## config.mk

```make
export PLATFORM = sky130hd
export DESIGN_NAME = dir_validator
export DESIGN_NICKNAME = d
export VERILOG_FILES = /design/src/rtl/dir_validator.sv
export SDC_FILE = /design/constraint.sdc
export NUM_CORES = 1
export LEC_CHECK = 0
export CAP_MARGIN = 20
export CELL_PAD_IN_SITES_DETAIL_PLACEMENT = 2
export CELL_PAD_IN_SITES_GLOBAL_PLACEMENT = 2
export CORE_MARGIN = 2
export CORE_UTILIZATION = 30
export CTS_CLUSTER_SIZE = 28
export DETAILED_ROUTE_END_ITERATION = 8
export PLACE_DENSITY = 0.88
export SKIP_LAST_GASP = 1
export SLEW_MARGIN = 20
export SYNTH_ARGS = -nofsm -noshare
export SYNTH_HDL_FRONTEND = slang
export SYNTH_SLANG_ARGS = --single-unit
```

## constraint.sdc

```tcl
create_clock -name clock -period 2.9 [get_ports clock]
set_clock_uncertainty 0.05 [all_clocks]
set_input_delay 0.87 -clock clock [delete_from_list [all_inputs] [get_ports clock]]
set_output_delay 0.87 -clock clock [all_outputs]
set_load 0.01 [all_outputs]
```

## src/rtl/dir_validator.sv

```systemverilog
// dir_validator: walks the board RAM from an origin cell along one direction
// and reports whether a run of opponent pieces is capped by an own piece.
module dir_validator #(
  parameter int ADDR_W    = 7,
  parameter int CELL_W    = 2,
  parameter int LAST_ADDR = 99,
  parameter int MAX_CELLS = 8
) (
  input  logic              clock,
  input  logic              reset,
  input  logic              ld,
  input  logic              enable,
  input  logic [ADDR_W-1:0] origin_addr_i,
  input  logic [CELL_W-1:0] player_i,
  input  logic [4:0]        step_in,
  output logic              rd_en_o,
  output logic [ADDR_W-1:0] rd_addr_o,
  input  logic [CELL_W-1:0] mem_data_i,
  output logic              s_done_o,
  output logic              dir_status_o
);

  localparam logic [1:0] S_IDLE  = 2'd0;
  localparam logic [1:0] S_ADDR  = 2'd1;
  localparam logic [1:0] S_CHECK = 2'd2;
  localparam logic [1:0] S_DONE  = 2'd3;

  // Two extra bits: one to keep cur non-negative, one sign bit for the sum.
  localparam int NXT_W = ADDR_W + 2;
  localparam logic [NXT_W-1:0]  LAST_NXT  = NXT_W'(LAST_ADDR);
  localparam logic [3:0]        MAX_NCELL = 4'(MAX_CELLS);
  localparam logic [CELL_W-1:0] BLACK     = CELL_W'(1);
  localparam logic [CELL_W-1:0] WHITE     = CELL_W'(2);

  logic [1:0]        r_state;
  logic [ADDR_W-1:0] r_cur;
  logic [4:0]        r_step;
  logic [CELL_W-1:0] r_plyr;
  logic [3:0]        r_cnt;
  logic [3:0]        r_ncell;
  logic [ADDR_W-1:0] r_rd_addr;
  logic              r_done;
  logic              r_status;

  logic [NXT_W-1:0]  w_nxt;
  logic              w_plyr_ok;
  logic              w_stop;
  logic              w_issue;

  // Next address candidate and the conditions that end the walk before a read.
  always_comb begin
    w_nxt     = {2'b00, r_cur} + {{(NXT_W-5){r_step[4]}}, r_step};
    w_plyr_ok = (r_plyr == BLACK) || (r_plyr == WHITE);
    w_stop    = w_nxt[NXT_W-1] || (w_nxt > LAST_NXT) ||
                (r_ncell == MAX_NCELL) || !w_plyr_ok;
    w_issue   = (r_state == S_ADDR) && !w_stop;
  end

  // The read is issued combinationally in ADDR so data returns during CHECK.
  assign rd_en_o      = w_issue;
  assign rd_addr_o    = w_issue ? w_nxt[ADDR_W-1:0] : r_rd_addr;
  assign s_done_o     = r_done;
  assign dir_status_o = r_status;

  // Walk FSM and datapath registers.
  always_ff @(posedge clock) begin
    if (!reset) begin
      r_state   <= S_IDLE;
      r_cur     <= '0;
      r_step    <= '0;
      r_plyr    <= '0;
      r_cnt     <= '0;
      r_ncell   <= '0;
      r_rd_addr <= '0;
      r_done    <= 1'b0;
      r_status  <= 1'b0;
    end else begin
      r_done <= 1'b0;
      case (r_state)
        S_IDLE: begin
          // ld lands in the registers at this edge, so an enable in the same
          // cycle already walks with the freshly loaded values.
          if (ld) begin
            r_cur  <= origin_addr_i;
            r_step <= step_in;
            r_plyr <= player_i;
          end
          if (enable) begin
            r_cnt    <= '0;
            r_ncell  <= '0;
            r_status <= 1'b0;
            r_state  <= S_ADDR;
          end
        end
        S_ADDR: begin
          if (w_stop) begin
            r_status <= 1'b0;
            r_done   <= 1'b1;
            r_state  <= S_DONE;
          end else begin
            r_cur     <= w_nxt[ADDR_W-1:0];
            r_rd_addr <= w_nxt[ADDR_W-1:0];
            r_ncell   <= r_ncell + 4'd1;
            r_state   <= S_CHECK;
          end
        end
        S_CHECK: begin
          if (mem_data_i == ~r_plyr) begin
            if (r_cnt != 4'hF) r_cnt <= r_cnt + 4'd1;
            r_state <= S_ADDR;
          end else begin
            r_status <= (mem_data_i == r_plyr) && (r_cnt != 4'd0);
            r_done   <= 1'b1;
            r_state  <= S_DONE;
          end
        end
        default: begin
          r_state <= S_IDLE;
        end
      endcase
    end
  end

endmodule
```

Yosys cells after proc, flatten, opt, wreduce, memory -nomap -nowiden --
Index checks and enable logic that the tools add are counted.
Operators by class: add/sub/neg operators 3, order comparisons 1, equality and inequality tests 15, multiplexer cells 21, bitwise logic cells 2, reductions and logical operators 19
Operators with widths (count):
- 2-to-1 mux 7 bit | 3
- 2-to-1 mux 4 bit | 4
- one-hot mux 4 bit (2 select lines) | 2
- != test 2 bit, second input constant | 7
- one-hot mux 7 bit (2 select lines) | 1
- adder 8 x 5 -> 9 bit | 1
- > comparator 9 x 7 -> 1 bit, second input constant | 1
- adder 4 x 1 -> 4 bit, second input constant | 2
- AND reduction 4 bit | 2
- 2-to-1 mux 1 bit | 6
- one-hot mux 2 bit (3 select lines) | 1
- AND reduction 3 bit | 2
- equality test 2 x 1 -> 1 bit, second input constant | 2
- equality test 2 bit | 2
- equality test 2 bit, second input constant | 2
- equality test 4 bit, second input constant | 1
- logical OR 1 bit | 4
- 2-to-1 mux 2 bit | 2
- != test 4 bit, second input constant | 1
- AND reduction 2 bit | 2
- nonzero test 2 bit | 2
- nonzero test 4 bit | 1
- one-hot mux 1 bit (3 select lines) | 1
- nonzero test 3 bit | 1
- other kinds (6) | 8
Word-level totals: bits in registers 33, input bits 20, output and inout bits 10, logic and storage cells 70

Logic depth before layout (Yosys ltp) --
depth in word-level cells 8, gate-level depth with buffers 9, mapped depth without buffers 8

Least setup slack after synthesis --
No wires, ideal clock.
kind register to output, start register r_cur[0], end output rd_addr_o[0], arrival time 2.250 ns, required time 1.980 ns, slack -0.270 ns, stages on the path, launching flop included 10, buffers on the path 1, cells stage by stage dfxtp_1 > ha_1 > fa_1 > a21o_1 > a221oi_2 > xor2_1 > a31o_1 > buf_2 > o31ai_1 > nand2_1
Between the ends: word-level cells in the longest chain between the ends 8
Ends and longest elaborated chain:
- from (decl) | RTL line 36 | logic [ADDR_W-1:0] r_cur;
- from (signal assigned) | RTL line 84 | r_cur <= origin_addr_i;
- from (signal assigned) | RTL line 101 | r_cur <= w_nxt[ADDR_W-1:0];
- adder 8 x 5 -> 9 bit (*) | RTL line 52 | w_nxt = {2'b00, r_cur} + {{(NXT_W-5){r_step[4]}}, r_step};
- > comparator 9 x 7 -> 1 bit | RTL line 54 | w_stop = w_nxt[NXT_W-1] || (w_nxt > LAST_NXT) ||
- logical OR 1 bit (2 in series) | RTL line 54
- logical OR 1 bit | RTL line 55 | (r_ncell == MAX_NCELL) || !w_plyr_ok;
- logical NOT 1 bit | RTL line 56 | w_issue = (r_state == S_ADDR) && !w_stop;
- logical AND 1 bit | RTL line 56
- 2-to-1 mux 7 bit (*) | RTL line 61 | assign rd_addr_o = w_issue ? w_nxt[ADDR_W-1:0] : r_rd_addr;
- to (decl) | RTL line 17 | output logic [ADDR_W-1:0] rd_addr_o,
Mark *: on every way between the ends. The rest lies on a longest branch, timed or not.

Final worst setup path --
start register r_cur[3], end output rd_addr_o[1]
Between the ends: word-level cells in the longest chain between the ends 8
Ends and longest elaborated chain (RTL line):
- adder 8 x 5 -> 9 bit (*) | 52
- > comparator 9 x 7 -> 1 bit | 54
- logical OR 1 bit (*) (2 in series) | 54
- logical OR 1 bit (*) | 55
- logical NOT 1 bit (*) | 56
- logical AND 1 bit (*) | 56
- 2-to-1 mux 7 bit (*) | 61
Marks and branches as above.

==> results.txt <==
Buf/Inv on CP = 4
Sequential area share after synthesis = 0.296
IO Port Bufs = 29
Final setup viols = 20
Core Box Area = 7210 um2
Max Slew Vio Count = 0
Detailed router's first-iteration violation count = 154
Worst Max-Slew Pin Slew = 0.560 ns
Synth Cell Area = 2230 um2
Min setup slack post-route = -0.966 ns
Die Wd = 90.3 um
Seq. cell area = 667 um2
Internal power = 1.61 mW
# diodes = 0
Family with the most delay on the worst path = buffers and inverters
Die area = 8150 um2
CTS buffer count = 5
Vias/cell = 5.88
Share of the synthesized area in the top cell type = 0.296
Total negative slack = -8.19 ns
Clock latency on the worst-skew pair = 0.32 ns
Syn Inst Count = 268
Syn. warnings = 0
Syn Nets = 305
RSZ-0062 raised after global routing = true
Combinational share of power = 0.682
VDD IR-drop max = 0.314 mV
Largest net degree at the start of global routing = 24
Pwr Density = 903 nW/um2
Max incr delay on CP = 0.42 ns
Slew HR = 0.623
Routed wire per std cell = 28.0 um
Slowest CP cell = ha_1
Grt ovf = 0
Synth area leader = dfxtp_1
Area grow syn2layout = 57.7%
NetSw = 1.56 mW
Dominant synthesized flop cell = dfxtp_1
Place WS = -0.888 ns
Gpl congestion = 0.845
Setup CP Type = flip-flop to primary output
Clock power share = 0.123
Final core occ = 0.488
DP Wirelength = 6570 um
Number of global-route vias before repair = 2886
DR pass1 iterations = 5
CP max FO = 6
GRT Total Usage = 0.265
Final hold vios = 0
H-tree depth = 2
Most used cell, CP = buf_4
Final #Nets = 400
Max Fclk = 0.259 GHz
Layout cell share with drive strength beyond 1 = 0.391
Initial Util = 0.309
Fin crit period = 3.87 ns
Die Y-Extent = 90.3 um
Total clock sinks = 33
Clk buf depth = 2
Crit-path cells = ha_1 > o21ai_2 > buf_4 > o21ai_1 > nand3_2 > buf_4 > a31oi_4 > buf_6 > nand4_1 > nand2_1 > buf_2
Switch share = 0.492
Leakage dissipation = 1.43 nW
Area of the multi-input gates = 1770 um2
Ports = 30
Root Driver = clkbuf_8
Synthesis-stage register bit count = 33
CP Launch Type = flip-flop
Hold buffer count at CTS = 0
Most common cell in the netlist = nand2_1
Post-synth EDFFs = 0
Ys async rst share = 0
Req. time, crit path = 1.98 ns
Yosys cell types = 55
Worst Hold Class = flip-flop to flip-flop
CTS tree = done
Clock transition at path regs = 0.07 ns
Post-synth top cells = nand2_1, dfxtp_1, a21oi_1
First-pass GRT wire length = 16600 um
Vias = 2716
Post-route ant nets = 0
Critical Path AT = 2.95 ns
# rows = 31
WL final = 12900 um
Fillers = 790
Status = complete, but fails checks
Worst setup EP type = primary output
Fin crit share = 1.33
Initial antenna violation count = 0
Failing checks = setup timing
Max-cap violations = 0
Post-Syn Area per Cell = 8.33 um2
Drc violations = 0
Part of the power in registers = 0.195
Largest cells by area after synthesis = dfxtp_1, ha_1, nand2_1
-- stage by stage --
stage,hold slack (ns),area [um2],total power [mW],cells
6_report,0.430,3520,3.18,462
5_1_grt,0.467,3520,3.27,462
4_1_cts,0.433,3330,2.80,453
3_5_place_dp,0.422,2980,2.06,430
3_3_place_gp,0.399,2980,1.95,430
2_1_floorplan,0.389,2290,1.46,268
-- metal layers --
layer	up-vias	routed length [um]	GRT usage
li1	1170	-	-
met1	1360	4880	0.284
met2	134	6640	0.501
met3	52	649	0.0409
met4	0	759	0.131
met5	-	0	0
-- kinds of logic (layout without fill, tap and decap cells) --
logic type,count (synthesis),after routing,synth area share
AO/OA/AOI/OAI,67,69,0.231
XOR/XNOR,7,7,0.0275
adder cells (fa/ha/maj),17,17,0.0987
buffers and inverters,26,119,0.0544
flip-flops,33,33,0.296
multiplexers,12,12,0.0561
AND/OR/NAND/NOR,106,106,0.237
-- state kept, by name, summed over array words and instances (netlist names) --
name and cells:
r_cur 7, r_rd_addr 7, r_step 5, r_cnt 4, r_ncell 4, r_plyr 2, r_state 2, dir_status_o 1
s_done_o 1
-- worst paths after layout --
kind	startpoint	slack [ns]	to	cells after the start
hold reg to reg	r_step[3]$_SDFFE_PN0P_	0.43	r_step[3]$_SDFFE_PN0P_	2
hold / removal	r_step[3]$_SDFFE_PN0P_	0.43	r_step[3]$_SDFFE_PN0P_	2
setup / recovery	r_cur[3]$_SDFFE_PN0P_	-0.97	rd_addr_o[1]	11
setup reg to reg	r_cur[0]$_SDFFE_PN0P_	-0.15	r_cur[0]$_SDFFE_PN0P_	12
-- what timing repair did --
item | in CTS | in global routing
gates resized for setup | 60 | 27
pin swaps | 17 | 15
endpoints found under the setup margin | 8 | 19
gates cloned | 1 | 1
buffers inserted | 16 | 9
endpoints found under the hold margin | 0 | 0
-- cell usage in the layout (no fill, tap or decap), types with 3 or more instances in the layout --
cell type         n
ha_1             13
mux2i_1           6
mux2_2            4
dfxtp_1          28
inv_1            10
a31oi_4           3
clkdlybuf4s50_1  21
buf_2             7
nor2_1           14
a21oi_1          21
buf_6            12
dfxtp_2           5
xor2_1            5
o21ai_0           6
nor2b_1           3
o31ai_4           5
nand3_1          15
nor3_1            5
nand2_1          36
clkbuf_8          6
nand3_2           3
a21o_1            3
buf_4            60
nand4_1          10
a211oi_1          3
-- final cells by class --
| type | count | area share |
|---|---|---|
| clock buffers | 7 | 0.0245 |
| inverters | 12 | 0.0128 |
| multi-input cells | 211 | 0.502 |
| flip-flops and latches | 33 | 0.189 |
| well taps | 99 | 0.0352 |
| repair buffers | 100 | 0.236 |
-- power groups by stage --
stage / combinational, mW / sequential (mW) / clock, mW
floorplan: 0.863 / 0.598 / 0
global placement: 1.35 / 0.597 / 0
detailed placement: 1.45 / 0.607 / 0
CTS: 1.80 / 0.599 / 0.397
global route: 2.23 / 0.624 / 0.410
finish: 2.17 / 0.620 / 0.392
-- worst reg2reg max path, stage by stage (launching register included) --
cell and delay, ns:
dfxtp_2 0.35, ha_4 0.16, fa_2 0.35, a21o_1 0.22
buf_4 0.15, a21o_1 0.20, o32a_4 0.23, buf_6 0.13
buf_4 0.14, a221oi_4 0.44, nor3b_4 0.10, buf_6 0.17
mux2i_2 0.24
Note: power is estimated with default switching activity, not from simulation.
